<file path="src/rtl/spi_pkg.sv">
// rtl/spi_pkg.sv - shared SPI definitions: FSM state encoding and SPI mode decode
// Purpose: types and helpers common to the SPI master and the SPI responder.
//   spi_state_t : IDLE / LOAD / SHIFT frame states
//   spi_cpol()  : clock idle level for a mode 0..3 (bit 1 of the mode)
//   spi_cpha()  : clock phase for a mode 0..3 (bit 0 of the mode)
package spi_pkg;

    typedef enum logic [1:0] {
        IDLE  = 2'd0,
        LOAD  = 2'd1,
        SHIFT = 2'd2
    } spi_state_t;

    function automatic logic spi_cpol(input int mode);
        return mode[1];
    endfunction

    function automatic logic spi_cpha(input int mode);
        return mode[0];
    endfunction

endpackage

</file>
<file path="src/rtl/spi_sync_edge.sv">
// rtl/spi_sync_edge.sv - multi-flop synchronizer with edge pulses for an asynchronous pin
// Purpose: brings one asynchronous input into the clk domain and flags its transitions.
// Ports:
//   clk, rst : system clock, asynchronous active-high reset
//   din      : asynchronous input
//   dout     : synchronized level
//   rise     : one-cycle pulse, synchronized level went 0 -> 1
//   fall     : one-cycle pulse, synchronized level went 1 -> 0
// Init is the reset level, chosen as the pin's idle level so reset never fakes an edge.
module spi_sync_edge #(
    parameter int   Stages = 2,
    parameter logic Init   = 1'b0
) (
    input  logic clk,
    input  logic rst,
    input  logic din,
    output logic dout,
    output logic rise,
    output logic fall
);

    logic [Stages-1:0] chain;
    logic              prev;

    always_ff @(posedge clk or posedge rst) begin
        if (rst) begin
            chain <= {Stages{Init}};
            prev  <= Init;
        end else begin
            chain <= {chain[Stages-2:0], din};
            prev  <= chain[Stages-1];
        end
    end

    assign dout = chain[Stages-1];
    assign rise = dout & ~prev;
    assign fall = ~dout & prev;

endmodule

</file>
<file path="src/rtl/spi_slave.sv">
// rtl/spi_slave.sv - SPI responder: oversampled pins, TX holding register, RX word pulse
// Purpose: far end of the SPI master. SCLK/CS_n/MOSI are oversampled in clk; a word from
//   the TX holding register is shifted out MSB first on MISO while MOSI is shifted in.
// Ports:
//   clk, rst                 : system clock, asynchronous active-high reset
//   i_SPI_sclk/cs_n/mosi     : SPI pins from the master (asynchronous)
//   o_SPI_miso               : slave-out data, 0 outside a frame
//   i_TX_data/i_TX_valid     : word offer into the holding register
//   o_TX_ready               : holding register empty
//   o_RX_data/o_RX_valid     : last received word and its one-cycle update pulse
//   o_busy                   : synchronized CS_n is low
// Option SPI_SLAVE_STATUS_EN adds o_TX_underrun and o_RX_abort status pulses.
module spi_slave
    import spi_pkg::*;
#(
    parameter int SPI_mode    = 0,
    parameter int Data_width  = 8,
    parameter int Sync_stages = 2
) (
    input  logic                  clk,
    input  logic                  rst,
    input  logic                  i_SPI_sclk,
    input  logic                  i_SPI_cs_n,
    input  logic                  i_SPI_mosi,
    output logic                  o_SPI_miso,
    input  logic [Data_width-1:0] i_TX_data,
    input  logic                  i_TX_valid,
    output logic                  o_TX_ready,
    output logic [Data_width-1:0] o_RX_data,
    output logic                  o_RX_valid,
    output logic                  o_busy
`ifdef SPI_SLAVE_STATUS_EN
    ,
    output logic                  o_TX_underrun,
    output logic                  o_RX_abort
`endif
);

    localparam logic            CPOL     = spi_cpol(SPI_mode);
    localparam logic            CPHA     = spi_cpha(SPI_mode);
    localparam int              CW       = $clog2(Data_width) + 1;
    localparam logic [CW-1:0]   LAST_BIT = CW'(Data_width - 1);

    logic sclk_s, sclk_rise, sclk_fall, sclk_edge, lead, trail;
    logic cs_s, cs_rise, cs_fall, mosi_s;
    logic [Sync_stages-1:0] mosi_chain;

    spi_sync_edge #(.Stages(Sync_stages), .Init(CPOL)) u_sclk_sync (
        .clk (clk), .rst (rst), .din (i_SPI_sclk),
        .dout(sclk_s), .rise(sclk_rise), .fall(sclk_fall)
    );

    spi_sync_edge #(.Stages(Sync_stages), .Init(1'b1)) u_cs_sync (
        .clk (clk), .rst (rst), .din (i_SPI_cs_n),
        .dout(cs_s), .rise(cs_rise), .fall(cs_fall)
    );

    // MOSI has the same depth as SCLK so the sampled bit lines up with the edge pulse.
    always_ff @(posedge clk or posedge rst) begin
        if (rst) mosi_chain <= '0;
        else     mosi_chain <= {mosi_chain[Sync_stages-2:0], i_SPI_mosi};
    end
    assign mosi_s = mosi_chain[Sync_stages-1];

    // Leading edge leaves the idle level, trailing edge returns to it.
    assign sclk_edge = sclk_rise | sclk_fall;
    assign lead      = sclk_edge & (sclk_s != CPOL);
    assign trail     = sclk_edge & (sclk_s == CPOL);

    spi_state_t state, state_n;
    logic load_word, sample_en, shift_en, frame_end, word_done, reload;

    always_ff @(posedge clk or posedge rst) begin
        if (rst) state <= IDLE;
        else     state <= state_n;
    end

    always_comb begin
        state_n   = state;
        load_word = 1'b0;
        sample_en = 1'b0;
        shift_en  = 1'b0;
        frame_end = 1'b0;
        case (state)
            IDLE: if (cs_fall) state_n = LOAD;
            LOAD: begin
                load_word = 1'b1;
                if (cs_rise) begin
                    frame_end = 1'b1;
                    state_n   = IDLE;
                end else begin
                    state_n   = SHIFT;
                end
            end
            SHIFT: begin
                sample_en = CPHA ? trail : lead;
                shift_en  = CPHA ? lead  : trail;
                if (cs_rise) begin
                    frame_end = 1'b1;
                    state_n   = IDLE;
                end
            end
            default: state_n = IDLE;
        endcase
    end

    logic [Data_width-1:0] hold_data, shift_tx, shift_rx, rx_data, next_word;
    logic                  hold_full, miso, rx_valid;
    logic [CW-1:0]         bit_cnt;

    assign next_word = hold_full ? hold_data : '0;
    assign word_done = sample_en && (bit_cnt == LAST_BIT);
    // A word finishing as CS_n rises still completes, but no follow-on word is started,
    // so the holding register is left for the next frame.
    assign reload    = load_word || (word_done && !frame_end);

    always_ff @(posedge clk or posedge rst) begin
        if (rst) begin
            hold_data <= '0;
            hold_full <= 1'b0;
            shift_tx  <= '0;
            shift_rx  <= '0;
            rx_data   <= '0;
            rx_valid  <= 1'b0;
            miso      <= 1'b0;
            bit_cnt   <= '0;
        end else begin
            rx_valid <= 1'b0;
            if (i_TX_valid && !hold_full) begin
                hold_data <= i_TX_data;
                hold_full <= 1'b1;
            end
            if (shift_en) begin
                miso     <= shift_tx[Data_width-1];
                shift_tx <= shift_tx << 1;
            end
            if (sample_en) begin
                shift_rx <= {shift_rx[Data_width-2:0], mosi_s};
                bit_cnt  <= bit_cnt + 1'b1;
                if (word_done) begin
                    rx_data  <= {shift_rx[Data_width-2:0], mosi_s};
                    rx_valid <= 1'b1;
                    bit_cnt  <= '0;
                end
            end
            if (reload) begin
                if (hold_full) hold_full <= 1'b0;
                // CPHA=0 must show the MSB before the first edge, so it is presented
                // here and the shifter starts one bit ahead. Mid-frame reloads leave
                // that to the trailing edge that follows the last sample.
                if (load_word && !CPHA) begin
                    miso     <= next_word[Data_width-1];
                    shift_tx <= next_word << 1;
                end else begin
                    shift_tx <= next_word;
                end
                bit_cnt <= '0;
            end
            if (frame_end) begin
                miso    <= 1'b0;
                bit_cnt <= '0;
            end
        end
    end

`ifdef SPI_SLAVE_STATUS_EN
    // Underrun is reported when an empty-loaded word actually begins (its first sample),
    // so the idle reload after the last word of a frame does not raise it.
    logic urun_pend, tx_underrun, rx_abort;

    always_ff @(posedge clk or posedge rst) begin
        if (rst) begin
            urun_pend   <= 1'b0;
            tx_underrun <= 1'b0;
            rx_abort    <= 1'b0;
        end else begin
            tx_underrun <= 1'b0;
            rx_abort    <= frame_end && (bit_cnt != '0) && !word_done;
            if (reload) begin
                urun_pend <= !hold_full;
            end else if (sample_en && (bit_cnt == '0) && urun_pend) begin
                tx_underrun <= 1'b1;
                urun_pend   <= 1'b0;
            end
            if (frame_end) urun_pend <= 1'b0;
        end
    end

    assign o_TX_underrun = tx_underrun;
    assign o_RX_abort    = rx_abort;
`endif

    assign o_SPI_miso = miso;
    assign o_TX_ready = !hold_full;
    assign o_RX_data  = rx_data;
    assign o_RX_valid = rx_valid;
    assign o_busy     = !cs_s;

endmodule

</file>
<file path="config.mk">
export PLATFORM = sky130hd
export DESIGN_NAME = spi_slave
export DESIGN_NICKNAME = d
export VERILOG_FILES = /design/src/rtl/spi_pkg.sv /design/src/rtl/spi_sync_edge.sv /design/src/rtl/spi_slave.sv
export SDC_FILE = /design/constraint.sdc
export NUM_CORES = 1
export LEC_CHECK = 0
export CELL_PAD_IN_SITES_DETAIL_PLACEMENT = 0
export CELL_PAD_IN_SITES_GLOBAL_PLACEMENT = 1
export CORE_ASPECT_RATIO = 1.4
export CORE_MARGIN = 2
export CORE_UTILIZATION = 40
export CTS_CLUSTER_DIAMETER = 100
export DETAILED_ROUTE_END_ITERATION = 16
export PLACE_DENSITY = 0.85
export SETUP_SLACK_MARGIN = 0.2
export SLEW_MARGIN = 20
export SYNTH_ARGS = -nofsm -noshare
export SYNTH_HDL_FRONTEND = slang
export SYNTH_SLANG_ARGS = --single-unit
export TNS_END_PERCENT = 10
</file>
<file path="constraint.sdc">
create_clock -name clk -period 1.7 [get_ports clk]
set_input_delay 0.255 -clock clk [delete_from_list [all_inputs] [get_ports clk]]
set_output_delay 0.255 -clock clk [all_outputs]
set_load 0.01 [all_outputs]
</file>
== Word level (Yosys, flattened, before mapping) ==
Index checks and enable logic that the tools add are counted.

* Register bits: 48
* Bits in latches: 0
* Bits in writable memories: 0
* Memory bits (read-only): 0
* Output and inout bits: 12
* Memories: 0

* Add/sub/neg operators: 1
* Multipliers: 0
* Div/mod/pow operators: 0
* $lt $le $gt $ge: 0
* Equal/unequal tests: 5
* Shift-type cells: 0
* Multiplexer cells: 26
* Bitwise gates (word level): 11
* Reduce and logical (&&, ||, !) cells: 13

{| class="wikitable"
|+ Operators by type and width
! operator !! number
|-
| 8-bit two-way mux || 4
|-
| 4-bit two-way mux || 4
|-
| 1-bit two-way mux || 14
|-
| 1-bit bitwise AND || 6
|-
| 2-bit two-way mux || 3
|-
| 2-bit one-hot mux with 3 select lines || 1
|-
| 4-bit by 1-bit adder with 4-bit output (second input constant) || 1
|-
| 4-bit by 3-bit equality test with 1-bit output (second input constant) || 1
|-
| 2-bit inequality test (second input constant) || 2
|-
| 1-bit NOT || 4
|-
| 2-bit AND reduction || 2
|-
| 1-bit logical AND || 3
|-
| 1-bit logical NOT || 3
|-
| 3-bit nonzero test || 1
|-
| 2-bit by 1-bit equality test with 1-bit output (second input constant) || 1
|-
| 2-bit equality test (second input constant) || 1
|-
| 2-bit logical NOT || 1
|-
| 2-bit nonzero test || 1
|-
| 2-bit OR reduction || 1
|-
| 1-bit logical OR || 1
|-
| 1-bit bitwise OR || 1
|}

== Longest topological paths before layout ==
Gate-level depths: netlist (run 1).

* Depth after elaboration: 10
* Mapped depth: 7

== By module ==
Synthesis (run 1) repeated with hierarchy kept, for this count alone.

* Cell total of the unflattened synthesis: 162
* Area total of the unflattened synthesis: 2,108.3 µm²

{| class="wikitable"
|+ Modules (own cells, without submodules)
! module !! instances !! cells each !! area each (µm²)
|-
| spi_slave || 1 || 150 || 1,916.8
|-
| spi_sync_edge at u_cs_sync || 1 || 6 || 97.6
|-
| spi_sync_edge at u_sclk_sync || 1 || 6 || 93.8
|}

== Worst setup path before layout (run 1) ==
OpenSTA, ideal clock, no wires.

* Path type: reg-to-reg
* Start: reg state[0]
* End: reg shift_tx[1]
* Setup time: 79 ps
* Arrival time: 1,510 ps
* Data required time: 1,621 ps
* Path slack: 111 ps
* Cell stages (with the launch flop): 8
* Path buffers: 2
* Clock period less this slack: 1,589 ps
* Path through: dfrtp_1 inv_1 ha_1 buf_4 and3b_1 buf_2 a31oi_4 mux2i_1

* Longest elaborated chain between the ends: 7
* Elaborated cells on any way between the ends: 14

{| class="wikitable"
|+ RTL lines
! what !! RTL line !! text
|-
| start: declaration || spi_slave.sv:70 || <nowiki>spi_state_t state, state_n;</nowiki>
|-
| start signal: assignment || spi_slave.sv:75 || <nowiki>else state <= state_n;</nowiki>
|-
| 2-bit equality test / 2-bit by 1-bit equality test with 1-bit output (equally long branches) || spi_slave.sv:84 || <nowiki>case (state)</nowiki>
|-
| 2-bit OR reduction (no source line) || - ||
|-
| 1-bit two-way mux || - ||
|-
| 1-bit logical NOT || spi_slave.sv:115 || <nowiki>assign reload = load_word || (word_done && !frame_end);</nowiki>
|-
| 1-bit logical AND || spi_slave.sv:115 ||
|-
| 1-bit logical OR || spi_slave.sv:115 ||
|-
| 8-bit two-way mux / 2-bit nonzero test (equally long branches) || - ||
|-
| end signal: assignment || spi_slave.sv:135 || <nowiki>shift_tx <= shift_tx << 1;</nowiki>
|-
| end signal: assignment || spi_slave.sv:153 || <nowiki>shift_tx <= next_word << 1;</nowiki>
|-
| end signal: assignment || spi_slave.sv:155 || <nowiki>shift_tx <= next_word;</nowiki>
|-
| end: declaration || spi_slave.sv:107 || <nowiki>logic [Data_width-1:0] hold_data, shift_tx, shift_rx, rx_data, next_word;</nowiki>
|}

Several ways; a longest one is shown, not always the timed one.
A chain may end at the register's enable or synchronous reset.

== Worst setup path after layout (run 1) ==
* Start: reg state[0]
* End: reg shift_tx[3]

Same word-level chain as after synthesis.

==> flow_metrics.tcl, run 1 <==
set metrics [dict create \
    ys_ff_latch 48 \
    grt_antenna_before_repair 0 \
    placed_area_mm2 0.00254 \
    io_buffer_count 25 \
    yosysWarnings 0 \
    max-vdd-ir-drop_uv 1010 \
    die_area_mm2 0.00598 \
    clk_sink_count 48 \
    io_pins 26 \
    met3_length_um 126 \
    ys_dominant_reg_cell "sky130_fd_sc_hd__dfrtp_1" \
    dr.first_iter.drc_count 8 \
    max_freq_ghz 0.629 \
    grt_start_max_net_pins 49 \
    core-area_mm2 0.00516 \
    post_route_cell_area_mm2 0.00278 \
    area_occupied_by_multi_input_gates_um2 940 \
    cp.arrival_ps 1770 \
    leakage_nw 1.37 \
    die_x_um 65.9 \
    timing.final.crit_share_pct 93.5 \
    drt-met1-wl_um 1710 \
    dr.max_layer_used "met4" \
    post_synth_most_frequent_cells "sky130_fd_sc_hd__dfrtp_1 (45), sky130_fd_sc_hd__nand2_1 (32), sky130_fd_sc_hd__mux2_2 (21)" \
    grt_first_pass_wirelength_um 6960 \
    route.met2.wl_um 2130 \
    clk_pin_slew_ps 90 \
    tritoncts "built" \
    synth_top_cell_by_area "sky130_fd_sc_hd__dfrtp_1" \
    critical-path-max-stage-delay_ps 400 \
    detailedRoute.firstPassIterationCount 4 \
    pwr_per_cell_area_mw_per_mm2 1400 \
    cap_violations 0 \
    unrepaired_setup_endpoints_after_global_routing "true" \
    initial_core_util_pct 41.6 \
    via_count 1449 \
    hpwl_um 2670 \
    post-route-min-period_ps 1590 \
    worst_slew_pin_slew_ps 288 \
    synth_edf_count 0 \
    cts-buffers-inserted 5 \
    drcViolationCount 0 \
    cp_slowest_cell "sky130_fd_sc_hd__dfrtp_1" \
    drt.antenna.violating_nets 0 \
    required_time_of_the_worst_setup_path_ps 1880 \
    globalRouteTotalUtil_pct 15.2 \
    timing.max_slew.rel_slack_pct 80.5 \
    route.detailed.wl_per_inst_um 14.2 \
    path_cells "inv_2 > ha_4 > and3b_2 > o31ai_2 > buf_4 > o221ai_2" \
    syn_area_mm2 0.00215 \
    postSynthNetCount 194 \
    setup-violations-final 0 \
    antennaDiodeCount 0 \
    final_number_of_max_transition_violations 0 \
    die_y_um 90.7 \
    worstPathMaxFanout 4 \
    clock-root-buffer "sky130_fd_sc_hd__clkbuf_8" \
    path_class "reg2reg" \
    syn_area_per_cell_um2 12.3 \
    cts_buffer_depth 2 \
    nNetsFinal 239 \
    hold_path.class "in2async" \
    netlist_top_cells_area "sky130_fd_sc_hd__dfrtp_1 (52%), sky130_fd_sc_hd__mux2_2 (11%), sky130_fd_sc_hd__mux2i_1 (6.1%), sky130_fd_sc_hd__nand2_1 (5.6%), sky130_fd_sc_hd__dfstp_2 (3.7%)" \
    via_per_inst 5.05 \
    synthToLayoutAreaGrowth_pct 29.3 \
    synth_most_common_cell "sky130_fd_sc_hd__dfrtp_1" \
    report.final.hold_viol_count 0 \
    row_count 31 \
    crit_path_start_kind "register" \
    async_reset_ff_share_pct 100 \
    drive_gt1_share_pct 32.6 \
    total_power_w 0.00388 \
    finalWeightedCongestion 0.759 \
    finalClockSkew_ps 4.27 \
    drt_wl_total_um 4060 \
    syn_inst 175 \
    regArea_mm2 0.00121 \
    layout.filler_cells 446 \
    first_global_vias 1515 \
    grt.overflow.total 0 \
    run_status "finished, final reports clean" \
    end_kind "register" \
    synth_top_area_share_pct 52.4 \
    synth_sequential_area_ratio_pct 56.1 \
    clk-insertion-delay-late_ps 300 \
    synth_unique_cells 33 \
    htree_num_levels 2 \
    aggregate_negative_setup_slack_ps 0 \
]
==> sequential cells by signal, summed over array words and instances, names as in the netlist, 2 cells and up <==
name               count
hold_data              8
o_RX_data              8
shift_tx               8
shift_rx               7
bit_cnt                4
mosi_chain             2
state                  2
u_cs_sync.chain        2
u_sclk_sync.chain      2
==> per-stage QoR <==
stage / hold slack, ps / worst slack [ps] / cells / utilization, %
after floorplan: 259 / 175 / 175 / -
after global routing: 328 / 58.0 / 287 / 53.8
after global placement: 338 / 101 / 270 / 49.2
after CTS: 296 / 105 / 285 / 52.9
after detailed placement: 338 / 48.1 / 270 / 49.2
final: 287 / 110 / 287 / 53.8
==> where the power goes <==
group	switching [W]	total [W]	internal, W
Combinational	0.000674	0.00144	0.000768
Clock	0.000377	0.000812	0.000435
Sequential	0.000190	0.00162	0.00143
==> cell type report <==
| cell class | count | share of cell area [%] |
|---|---|---|
| Clock buffer | 5 | 2.48 |
| Clock inverter | 3 | 1.53 |
| Inverter | 7 | 0.946 |
| Multi-Input combinational cell | 113 | 33.8 |
| Sequential cell | 48 | 43.4 |
| Tap cell | 66 | 2.97 |
| Timing Repair Buffer | 45 | 14.8 |
==> layout by cell type (no fill, tap or decap), types with 2 or more instances in the layout <==
| master | count |
|---|---|
| sky130_fd_sc_hd__clkdlybuf4s50_1 | 24 |
| sky130_fd_sc_hd__dfstp_2 | 3 |
| sky130_fd_sc_hd__mux2_2 | 21 |
| sky130_fd_sc_hd__nor2b_1 | 2 |
| sky130_fd_sc_hd__or4_1 | 2 |
| sky130_fd_sc_hd__nand3b_1 | 2 |
| sky130_fd_sc_hd__o221ai_2 | 3 |
| sky130_fd_sc_hd__and3b_2 | 3 |
| sky130_fd_sc_hd__nand3b_4 | 2 |
| sky130_fd_sc_hd__inv_1 | 4 |
| sky130_fd_sc_hd__a21o_1 | 2 |
| sky130_fd_sc_hd__nand3_1 | 6 |
| sky130_fd_sc_hd__ha_2 | 2 |
| sky130_fd_sc_hd__inv_2 | 3 |
| sky130_fd_sc_hd__nand2_1 | 32 |
| sky130_fd_sc_hd__dfrtp_1 | 44 |
| sky130_fd_sc_hd__mux2i_1 | 13 |
| sky130_fd_sc_hd__ha_4 | 2 |
| sky130_fd_sc_hd__clkbuf_8 | 5 |
| sky130_fd_sc_hd__a21oi_1 | 5 |
| sky130_fd_sc_hd__buf_4 | 19 |
| sky130_fd_sc_hd__nand2b_1 | 2 |
==> timing repair <==
action / 4_1_cts / 5_1_grt
setup endpoints to repair: 25 / 25
resized for setup: 8 / 9
setup buffers: 7 / 2
pin swaps: 4 / 7
hold endpoints to repair: 0 / 0
hold buffers: 0 / 0
==> layer usage <==
metal,vias up,global-route usage [%]
met4,0,7.82
met1,717,17.9
met2,22,25.4
li1,701,-
met5,-,0
met3,9,3.49
==> worst paths after layout <==
kind / startpoint / endpoint / slack, ps / depth (start not counted)
max: state[0] / shift_tx[3] / 110 / 6
min: rst / hold_data[0] / 290 / 3
max reg2reg: state[0] / shift_tx[3] / 110 / 6
min reg2reg: u_sclk_sync.chain[0] / u_sclk_sync.chain[1] / 360 / 0
max in group asynchronous: rst / u_cs_sync.prev / 1130 / 3
min in group clk: i_SPI_cs_n / u_cs_sync.chain[0] / 350 / 1
==> worst max-delay path, delay by kind of cell, from the launching register on <==
family | cells | cell delay [ps]
fa+ha+maj | 1 | 210
simple gates | 1 | 230
buf+inv | 2 | 290
flops | 1 | 400
compound gates | 2 | 330
==> cells by family (layout without fill, tap and decap cells) <==
group | count (synthesis) | in the layout | share of synthesized area, %
xor+xnor | 1 | 1 | 0.408
compound gates | 18 | 18 | 6.47
fa+ha+maj | 5 | 5 | 2.91
simple gates | 55 | 55 | 14.1
flops | 48 | 48 | 56.1
mux | 34 | 34 | 17.1
buf+inv | 14 | 60 | 2.97
Power figures use the tool's default switching activity.
==> run 2: changes to the inputs <==
--- a/config.mk
+++ b/config.mk
@@ -9,10 +9,10 @@
 export CELL_PAD_IN_SITES_GLOBAL_PLACEMENT = 1
 export CORE_ASPECT_RATIO = 1.4
 export CORE_MARGIN = 2
-export CORE_UTILIZATION = 40
+export CORE_UTILIZATION = 44
 export CTS_CLUSTER_DIAMETER = 100
 export DETAILED_ROUTE_END_ITERATION = 16
-export PLACE_DENSITY = 0.85
+export PLACE_DENSITY = 0.88
 export SETUP_SLACK_MARGIN = 0.2
 export SLEW_MARGIN = 20
 export SYNTH_ARGS = -nofsm -noshare
==> constraint.sdc (replaced) <==
create_clock -name clk -period 1.6 [get_ports clk]
set_input_delay 0.24 -clock clk [delete_from_list [all_inputs] [get_ports clk]]
set_output_delay 0.24 -clock clk [all_outputs]
set_load 0.01 [all_outputs]
==> flow_metrics.tcl, run 2 (synthesis gave the netlist of run 1 again) <==
set metrics [dict create \
    detailedRoute.firstPassIterationCount 4 \
    timing.final.crit_share_pct 99.3 \
    grt_antenna_before_repair 0 \
    hold_path.class "in2async" \
    run_status "finished, final reports clean" \
    cts-buffers-inserted 5 \
    finalClockSkew_ps 12.8 \
    nNetsFinal 246 \
    required_time_of_the_worst_setup_path_ps 1790 \
    cp.arrival_ps 1780 \
    drt_wl_total_um 4300 \
    cts_hold_buf 0 \
    cap_violations 0 \
    unrepaired_setup_endpoints_after_global_routing "true" \
    max-vdd-ir-drop_uv 936 \
    regArea_mm2 0.00121 \
    dpl_worst_slack_ps -31.9 \
    route.detailed.wl_per_inst_um 14.7 \
    mostFrequentLayoutCell "sky130_fd_sc_hd__dfrtp_1" \
    dr.first_iter.drc_count 17 \
    die_x_um 63.1 \
    leakage_nw 1.59 \
    area_occupied_by_multi_input_gates_um2 971 \
    path_class "reg2reg" \
    core-area_mm2 0.00477 \
    aggregate_negative_setup_slack_ps 0 \
    setup-violations-final 0 \
    clk_sink_count 48 \
    final_number_of_max_transition_violations 0 \
    most_frequent_cells_in_the_layout "sky130_fd_sc_hd__dfrtp_1 (43), sky130_fd_sc_hd__nand2_1 (32), sky130_fd_sc_hd__buf_4 (21), sky130_fd_sc_hd__mux2_2 (17)" \
    final.setup.worst_slack_ps 11.7 \
    worstPathMaxFanout 8 \
    pwr_per_cell_area_mw_per_mm2 1450 \
    tritoncts "built" \
    end_kind "register" \
    worst_slew_pin_slew_ps 404 \
    drcViolationCount 0 \
    grt_start_max_net_pins 49 \
    grt.overflow.total 0 \
    antennaDiodeCount 0 \
    drt.antenna.violating_nets 0 \
    crit_path_start_kind "register" \
    io_pins 26 \
    globalRouteTotalUtil_pct 16.6 \
    report.final.hold_viol_count 0 \
    cts_buffer_depth 2 \
    drive_gt1_share_pct 35.5 \
    htree_num_levels 2 \
    hold_ws_ps 286 \
    grt_first_pass_wirelength_um 7080 \
    final-instance-count-excl-fill 292 \
    clock-root-buffer "sky130_fd_sc_hd__clkbuf_8" \
    max_freq_ghz 0.630 \
    die_y_um 86.7 \
    layout.filler_cells 376 \
    via_count 1493 \
    io_buffer_count 25 \
    post-route-min-period_ps 1590 \
    row_count 30 \
    die_area_mm2 0.00547 \
    cp_slowest_cell "sky130_fd_sc_hd__dfrtp_1" \
    clk-insertion-delay-late_ps 310 \
    path_cells "inv_2 > ha_4 > nand3b_4 > nor2_2 > mux2_2" \
    initial_core_util_pct 45.1 \
    critical-path-max-stage-delay_ps 410 \
    first_global_vias 1540 \
    clk_pin_slew_ps 90 \
    timing.max_slew.rel_slack_pct 72.7 \
    via_per_inst 5.11 \
    finalWeightedCongestion 0.768 \
    inst_count_dp 278 \
    hpwl_um 2860 \
    synthToLayoutAreaGrowth_pct 34.0 \
]
==> run 2: cell count changes in the layout (fill, tap and decap cells not counted), moves of 2 or more <==
cell	before	now
sky130_fd_sc_hd__dlymetal6s2s_1	0	11
sky130_fd_sc_hd__mux2_2	21	17
sky130_fd_sc_hd__o221ai_2	3	0
sky130_fd_sc_hd__buf_6	0	4
sky130_fd_sc_hd__nor2b_1	2	0
sky130_fd_sc_hd__mux2_4	0	4
sky130_fd_sc_hd__buf_4	19	21
sky130_fd_sc_hd__clkdlybuf4s50_1	24	13
sky130_fd_sc_hd__o221ai_1	0	3
==> run 2: path summary, 6_finish.rpt <==
check,startpoint,to,slack [ps],cells past startpoint
setup / recovery,state[0],o_RX_data[2],10,5
hold / removal,rst,hold_data[2],290,3
setup reg to reg,state[0],o_RX_data[2],10,5
hold reg to reg,mosi_chain[0],mosi_chain[1],350,0
max in group asynchronous,rst,u_cs_sync.chain[1],1030,3
min in group clk,i_SPI_cs_n,u_cs_sync.chain[0],330,1
==> run 2: metal layers <==
metal | routed length, um | track usage, % | vias up
li1 | - | - | 711
met1 | 1800 | 19.3 | 752
met2 | 2310 | 29.6 | 21
met3 | 104 | 3.38 | 9
met4 | 90 | 7.27 | 0
met5 | 0 | 0 | -
==> run 2: per-stage QoR <==
step           instance area [um^2]  util, %  power, W
4_1_cts                        2800     58.6   0.00414
5_1_grt                        2880     60.4   0.00446
3_5_place_dp                   2610     54.8   0.00323
3_3_place_gp                   2610     54.8   0.00318
2_1_floorplan                  2160        -   0.00267
6_report                       2880     60.4   0.00417
==> run 2: final cells by class <==
class,count,area share [%]
multi-input cells,114,33.7
flip-flops and latches,48,41.9
repair buffers,51,17.4
clock inverters,1,0.261
clock buffers,7,3.00
inverters,7,0.913
well taps,64,2.78
==> run 2: what timing repair did <==
item | 4_1_cts | 5_1_grt
pin swaps | 5 | 8
gates resized for setup | 14 | 25
setup endpoints to repair | 42 | 51
setup buffers | 4 | 1
endpoints found under the hold margin | 0 | 0
cloned | 0 | 1
==> run 2: worst max-delay path: cells and delay by family (launching register included) <==
kind,cells,cell delay (ps)
adders and majority gates,1,170
buffers and inverters,1,110
DFF,1,410
muxes,1,370
and+or+nand+nor,2,410
==> run 2: power breakdown <==
group | leakage [nW] | internal (W) | switching [W] | total (W)
combinational | 0.936 | 0.000940 | 0.000737 | 0.00168
clock | 0.0445 | 0.000351 | 0.000395 | 0.000746
sequential | 0.611 | 0.00152 | 0.000224 | 0.00175
